## config.mk

```make
export PLATFORM = sky130hd
export DESIGN_NAME = motor_speed_pid
export DESIGN_NICKNAME = d
export VERILOG_FILES = /design/src/rtl/motor_speed_pid.sv
export SDC_FILE = /design/constraint.sdc
export NUM_CORES = 2
export LEC_CHECK = 0
export ABC_AREA = 1
export CAP_MARGIN = 20
export CORE_MARGIN = 1.5
export CORE_UTILIZATION = 48
export DETAILED_ROUTE_END_ITERATION = 10
export SYNTH_ARGS = -nofsm -noshare
export SYNTH_HDL_FRONTEND = slang
export SYNTH_SLANG_ARGS = --single-unit
```

## constraint.sdc

```tcl
create_clock -name clk_in -period 27.1 [get_ports clk_in]
set_input_delay 4.065 -clock clk_in [delete_from_list [all_inputs] [get_ports clk_in]]
set_output_delay 4.065 -clock clk_in [all_outputs]
set_load 0.01 [all_outputs]
```

## src/rtl/motor_speed_pid.sv

```systemverilog
// Sampled fixed-point PID speed loop: one multi-cycle computation per sample tick,
// integrator clamped with anti-windup, duty word saturated to the PWM range.
module motor_speed_pid #(
    parameter int SAMPLE_DIV = 10000,
    parameter int RPM_W      = 21,
    parameter int DUTY_W     = 10,
    parameter int FRAC       = 8,
    parameter int GAIN_W     = 16,
    parameter int INTEG_MAX  = 1048576
) (
    input  logic              clk_in,
    input  logic              reset_in,
    input  logic              enable_in,
    input  logic [RPM_W-1:0]  rpm_setpoint_in,
    input  logic [RPM_W-1:0]  rpm_meas_in,
    input  logic [GAIN_W-1:0] kp_in,
    input  logic [GAIN_W-1:0] ki_in,
    input  logic [GAIN_W-1:0] kd_in,
    output logic [DUTY_W-1:0] duty_out,
    output logic              duty_valid_out,
    output logic              saturated_out,
    output logic [2:0]        state_out
);

    localparam int CNT_W = $clog2(SAMPLE_DIV);
    localparam int E_W   = RPM_W + 1;
    localparam int D_W   = RPM_W + 2;
    localparam int P_W   = GAIN_W + 1 + E_W;
    localparam int I_W   = GAIN_W + 1 + 32;
    localparam int DD_W  = GAIN_W + 1 + D_W;
    localparam int ACC_W = 56;
    localparam logic [CNT_W-1:0]  CNT_LAST = CNT_W'(SAMPLE_DIV - 1);
    localparam logic [DUTY_W-1:0] DUTY_MAX = '1;
    localparam logic signed [32:0] IMAX_POS = 33'(INTEG_MAX);
    localparam logic signed [32:0] IMAX_NEG = -33'(INTEG_MAX);

    typedef enum logic [2:0] {
        S_IDLE    = 3'd0,
        S_CAPTURE = 3'd1,
        S_ERROR   = 3'd2,
        S_INTEG   = 3'd3,
        S_PROD    = 3'd4,
        S_SUM     = 3'd5,
        S_SAT     = 3'd6
    } state_t;

    state_t                   state_q;
    logic [CNT_W-1:0]         cnt_q, cnt_d;
    logic                     tick;
    logic [RPM_W-1:0]         sp_q, meas_q;
    logic [GAIN_W-1:0]        kp_q, ki_q, kd_q;
    logic signed [E_W-1:0]    e_q, e_d, eprev_q;
    logic signed [D_W-1:0]    d_q, d_d;
    logic signed [31:0]       integ_q, integ_d;
    logic signed [32:0]       isum;
    logic                     hold;
    logic signed [P_W-1:0]    p_q, p_d;
    logic signed [I_W-1:0]    i_q, i_d;
    logic signed [DD_W-1:0]   dd_q, dd_d;
    logic signed [ACC_W-1:0]  u_q, acc_d;
    logic [DUTY_W-1:0]        duty_q;
    logic                     sat_q, valid_q;

    assign tick  = (cnt_q == CNT_LAST);
    assign cnt_d = tick ? '0 : cnt_q + 1'b1;

    assign e_d = $signed({1'b0, sp_q}) - $signed({1'b0, meas_q});
    assign d_d = $signed({e_d[E_W-1], e_d}) - $signed({eprev_q[E_W-1], eprev_q});

    assign isum = $signed({integ_q[31], integ_q}) + $signed({{(33-E_W){e_q[E_W-1]}}, e_q});
    always_comb begin
        integ_d = isum[31:0];
        if (isum > IMAX_POS)      integ_d = IMAX_POS[31:0];
        else if (isum < IMAX_NEG) integ_d = IMAX_NEG[31:0];
    end

    // Freeze the integrator while the output is pinned and the error would push it further.
    assign hold = sat_q && (((duty_q == DUTY_MAX) && (e_q > 0)) ||
                            ((duty_q == '0) && (e_q < 0)));

    // Operands widened to the product width so the multiply is exact and sign-correct.
    assign p_d  = $signed({{(P_W-GAIN_W){1'b0}}, kp_q}) * $signed({{(P_W-E_W){e_q[E_W-1]}}, e_q});
    assign i_d  = $signed({{(I_W-GAIN_W){1'b0}}, ki_q}) * $signed({{(I_W-32){integ_q[31]}}, integ_q});
    assign dd_d = $signed({{(DD_W-GAIN_W){1'b0}}, kd_q}) * $signed({{(DD_W-D_W){d_q[D_W-1]}}, d_q});

    assign acc_d = $signed({{(ACC_W-P_W){p_q[P_W-1]}}, p_q})
                 + $signed({{(ACC_W-I_W){i_q[I_W-1]}}, i_q})
                 + $signed({{(ACC_W-DD_W){dd_q[DD_W-1]}}, dd_q});

    always_ff @(posedge clk_in) begin
        if (reset_in || !enable_in) begin
            state_q <= S_IDLE;
            cnt_q   <= '0;
            integ_q <= '0;
            eprev_q <= '0;
            duty_q  <= '0;
            sat_q   <= 1'b0;
            valid_q <= 1'b0;
        end else begin
            cnt_q   <= cnt_d;
            valid_q <= 1'b0;
            case (state_q)
                S_IDLE: if (tick) state_q <= S_CAPTURE;
                S_CAPTURE: begin
                    sp_q    <= rpm_setpoint_in;
                    meas_q  <= rpm_meas_in;
                    kp_q    <= kp_in;
                    ki_q    <= ki_in;
                    kd_q    <= kd_in;
                    state_q <= S_ERROR;
                end
                S_ERROR: begin
                    e_q     <= e_d;
                    d_q     <= d_d;
                    eprev_q <= e_d;
                    state_q <= S_INTEG;
                end
                S_INTEG: begin
                    if (!hold) integ_q <= integ_d;
                    state_q <= S_PROD;
                end
                S_PROD: begin
                    p_q     <= p_d;
                    i_q     <= i_d;
                    dd_q    <= dd_d;
                    state_q <= S_SUM;
                end
                S_SUM: begin
                    u_q     <= acc_d >>> FRAC;
                    state_q <= S_SAT;
                end
                S_SAT: begin
                    if (u_q[ACC_W-1]) begin
                        duty_q <= '0;
                        sat_q  <= 1'b1;
                    end else if (|u_q[ACC_W-2:DUTY_W]) begin
                        duty_q <= DUTY_MAX;
                        sat_q  <= 1'b1;
                    end else begin
                        duty_q <= u_q[DUTY_W-1:0];
                        sat_q  <= 1'b0;
                    end
                    valid_q <= 1'b1;
                    state_q <= S_IDLE;
                end
                default: state_q <= S_IDLE;
            endcase
        end
    end

    assign duty_out       = duty_q;
    assign duty_valid_out = valid_q;
    assign saturated_out  = sat_q;
    assign state_out      = state_q;

endmodule
```

==> metrics.txt <==
# TYPE chip_impl_metric gauge
chip_impl_info{name="hold_path.startpoint",value="cnt_q[0]"} 1
chip_impl_metric{name="cts_resized",unit=""} 0
chip_impl_metric{name="synth_warnings",unit=""} 0
chip_impl_info{name="cell_by_cell_listing_of_the_critical_path",value="nand2_1 -> fa_1 -> inv_1 -> fa_1 -> fa_1 -> fa_1 -> fa_1 -> inv_1 -> fa_1 -> inv_1 -> ha_1 -> a21oi_1 -> inv_1 -> a31oi_1 -> o211ai_1 -> a21oi_1 -> o21ai_0 -> nand3_1 -> nand2_1 -> xor2_1"} 1
chip_impl_metric{name="regToRegSetupSlack",unit="ns"} 20.17
chip_impl_metric{name="numPortBuffers",unit=""} 107
chip_impl_metric{name="netlist.area_leader.share",unit=""} 0.372
chip_impl_metric{name="placeableCoreArea",unit="mm2"} 0.139
chip_impl_metric{name="final_antenna_net_count",unit=""} 0
chip_impl_metric{name="drc",unit=""} 0
chip_impl_info{name="outcome",value="finished clean"} 1
chip_impl_metric{name="numCtsBuffers",unit=""} 51
chip_impl_metric{name="crit_path_max_fanout",unit=""} 18
chip_impl_info{name="synthDominantAreaCellType",value="fa_1"} 1
chip_impl_info{name="tritoncts",value="done"} 1
chip_impl_metric{name="critical-path-max-stage-delay",unit="ns"} 1.04
chip_impl_info{name="timing.critical_path.max_delay_family",value="adder cells"} 1
chip_impl_metric{name="via_density_per_instance",unit=""} 5.09
chip_impl_info{name="critPathKind",value="reg2reg"} 1
chip_impl_metric{name="timing.critical_path.required",unit="ns"} 27.47
chip_impl_metric{name="floorplan.die.height",unit="um"} 378
chip_impl_metric{name="clock_sink_count",unit=""} 389
chip_impl_metric{name="post_cts_buffers",unit=""} 0
chip_impl_metric{name="cts.hold.buffers_added",unit=""} 0
chip_impl_metric{name="setup_tns",unit="ns"} 0
chip_impl_metric{name="worst_slew_margin_rel",unit=""} 0.185
chip_impl_metric{name="utilization",unit=""} 0.518
chip_impl_info{name="path_common_cell",value="fa_1"} 1
chip_impl_metric{name="finish.cell_count_without_fillers",unit=""} 10100
chip_impl_info{name="postSynth.topFlopCell",value="edfxtp_1"} 1
chip_impl_metric{name="tightest_slew",unit="ns"} 1.21
chip_impl_metric{name="routability_congestion",unit=""} 0.945
chip_impl_metric{name="finalSetupViolations",unit=""} 0
chip_impl_metric{name="dpl-instance-area",unit="mm2"} 0.0703
chip_impl_metric{name="dp.final_hpwl",unit="um"} 149000
chip_impl_metric{name="asyncSetResetFlopFracSynth",unit=""} 0
chip_impl_metric{name="rows",unit=""} 137
chip_impl_metric{name="post_drt_wl_per_cell",unit="um"} 18.4
chip_impl_metric{name="vdd_drop_max",unit="mV"} 0.0491
chip_impl_metric{name="io-pin-count",unit=""} 108
chip_impl_metric{name="detailedRoute.firstIterationViolations",unit=""} 3655
chip_impl_info{name="grt_setup_unrepaired",value="false"} 1
chip_impl_metric{name="globalRouteTotalUtil",unit=""} 0.269
chip_impl_metric{name="layout.nets",unit=""} 9937
chip_impl_metric{name="post_synth_instance_area",unit="mm2"} 0.0674
chip_impl_metric{name="antenna_found_initial",unit=""} 13
chip_impl_metric{name="final.min_clock_period",unit="ns"} 6.93
chip_impl_metric{name="num_vias",unit=""} 51300
chip_impl_metric{name="clock_path_buffers",unit=""} 3
chip_impl_metric{name="ctsHtreeMaxLevel",unit=""} 2
chip_impl_metric{name="number_of_enable_flip_flop_cells_after_synthesis",unit=""} 306
chip_impl_metric{name="finalWorstSetupSlack",unit="ns"} 20.17
chip_impl_info{name="worst_hold_path_type",value="reg2reg"} 1
chip_impl_metric{name="layout.cell_area.non_filler",unit="mm2"} 0.0722
chip_impl_metric{name="drv_cap",unit=""} 0
chip_impl_metric{name="syn_to_final_growth",unit="%"} 7.12
chip_impl_info{name="critical_path.startpoint",value="integ_q[10]"} 1
chip_impl_metric{name="timing_max_transition_violations_final",unit=""} 0
chip_impl_info{name="cp-end-kind",value="register"} 1
chip_impl_metric{name="power-per-cell-area",unit="mW/mm2"} 18.9
chip_impl_metric{name="post_route_cells_drive_above_1_share",unit=""} 0.0303
chip_impl_metric{name="synth_cells",unit=""} 8197
chip_impl_info{name="crit_path_top_delay_cell",value="dfxtp_1"} 1
chip_impl_metric{name="start_util",unit=""} 0.483
chip_impl_metric{name="leakage",unit="nW"} 39.0
chip_impl_metric{name="clkTransAtPathRegs",unit="ns"} 0.06
chip_impl_metric{name="global_route_wire_length_before_repair",unit="um"} 296000
chip_impl_metric{name="grt_pass1_vias",unit=""} 53500
chip_impl_metric{name="max_freq",unit="GHz"} 0.144
chip_impl_metric{name="critical_path.n_buffers_inverters",unit=""} 4
chip_impl_metric{name="timing.clock.skew",unit="ns"} 0.0382
chip_impl_metric{name="maximum_number_of_pins_on_one_net_before_global_route_repair",unit=""} 71
chip_impl_metric{name="detailedPlace.worstSlack",unit="ns"} 19.71
chip_impl_metric{name="worst_endpoint_data_arrival_time",unit="ns"} 7.30
chip_impl_metric{name="dieArea",unit="mm2"} 0.143
chip_impl_metric{name="totalWireLength",unit="um"} 185000
chip_impl_info{name="setup.worst_path.start_class",value="register"} 1
chip_impl_info{name="cts_root_buf",value="clkbuf_16"} 1
chip_impl_metric{name="hold_viol",unit=""} 0
chip_impl_metric{name="firstDrtPassIters",unit=""} 6
chip_impl_metric{name="worstSkewPairLatency",unit="ns"} 0.66
chip_impl_metric{name="dpl.cell_count",unit=""} 9972
chip_impl_metric{name="synthesis.nets",unit=""} 9980
chip_impl_metric{name="period_share",unit=""} 0.256
chip_impl_metric{name="post_synthesis_sequential_element_count",unit=""} 389
chip_impl_metric{name="synth_sequential_area_ratio",unit=""} 0.161
chip_impl_metric{name="ys_types",unit=""} 56
chip_impl_info{name="post_synth_main_area_contributors",value="fa_1 37%, edfxtp_1 14%, inv_1 13%"} 1
chip_impl_metric{name="syn_area_per_cell",unit="um2"} 8.22
chip_impl_metric{name="grt_remaining_overflow",unit=""} 0
chip_impl_metric{name="dieWidth",unit="um"} 378
chip_impl_info{name="r2r-start",value="integ_q[10]"} 1
-- worst paths after layout --
kind,end,cells past startpoint
max,i_q[35],20
min,cnt_q[0],1
max reg2reg,i_q[35],20
min reg2reg,cnt_q[0],1
-- metrics by stage --
| stage | hold WS, ns | power, mW |
|---|---|---|
| after detailed placement | 0.442 | 0.667 |
| after global placement | 0.427 | 0.667 |
| after floorplan | 0.418 | 0.652 |
| after CTS | 0.453 | 1.38 |
| after global routing | 0.483 | 1.40 |
| final | 0.452 | 1.36 |
-- cell usage after synthesis, types with 8 or more instances --
library cell and number:
inv_1 2415, nand2_1 1917, fa_1 1252, ha_1 438, a21oi_1 342, nor2_1 315
edfxtp_1 306, clkbuf_1 279, o21ai_0 175, xor2_1 133, nand3_1 112, dfxtp_1 83
xnor2_1 80, a31oi_1 52, nand4_1 36, nor3_1 36, nor4_1 24, o21a_1 22
nand3_2 21, a21oi_2 20, a21o_1 14, o21bai_1 11, nand2_2 9, o221ai_1 9
inv_2 8, nand3b_1 8, o211ai_1 8
-- cells in the final DEF (no fill, tap or decap), types with 7 or more instances in the layout --
cell type and instances:
inv_1 2414, nand2_1 1916, fa_1 1252, ha_1 438, a21oi_1 342, nor2_1 312
edfxtp_1 306, o21ai_0 175, xor2_1 133, nand3_1 112, clkdlybuf4s50_1 107, dfxtp_1 83
buf_4 82, xnor2_1 80, a31oi_1 52, clkbuf_16 52, nor3_1 36, nand4_1 36
nor4_1 23, o21a_1 22, nand3_2 21, a21oi_2 20, a21o_1 14, o21bai_1 11
nand2_2 10, o221ai_1 9, inv_2 9, clkbuf_1 9, o211ai_1 8, nand3b_1 8
and3_1 7, inv_6 7
-- flip-flops by register name (all words and copies together), names as in the netlist, 22 cells and up --
name / cells
e_q: 22
d_q: 23
integ_q: 32
u_q: 43
dd_q: 40
eprev_q: 22
i_q: 49
p_q: 39
-- cells by family (layout without fill, tap and decap cells) --
group | count (synthesis) | count (layout) | synth area share
AOI/OAI and AO/OA | 687 | 687 | 0.0570
xor gates and xnor gates | 214 | 214 | 0.0279
adders and majority gates | 1690 | 1690 | 0.453
buffers and inverters | 2713 | 2713 | 0.152
DFF | 389 | 389 | 0.161
other | 0 | 3 | 0
and+or+nand+nor | 2504 | 2504 | 0.149
-- routing by layer --
layer / wire length [um] / GRT usage
met1: 80900 / 0.380
met2: 86200 / 0.438
met3: 14200 / 0.0417
met4: 3710 / 0.0571
met5: 49 / 0
-- power breakdown --
| part | internal [mW] | leakage [nW] | switching (mW) |
|---|---|---|---|
| Combinational | 0.0118 | 34.8 | 0.00530 |
| Clock | 0.405 | 0.831 | 0.301 |
| Sequential | 0.637 | 3.43 | 0.0000939 |
| Total | 1.05 | 39.0 | 0.306 |
-- area by class of cell --
| cell class | instances | area, um2 |
|---|---|---|
| antenna | 3 | 7.51 |
| clock buffer | 64 | 1380 |
| clock inverter | 32 | 352 |
| fill | 13400 | 67200 |
| inverter | 2423 | 9090 |
| multi-input combinational | 5095 | 46300 |
| sequential | 389 | 10900 |
| tap | 1876 | 2350 |
| timing repair buffer | 194 | 1820 |
Power figures use the tool's default switching activity.
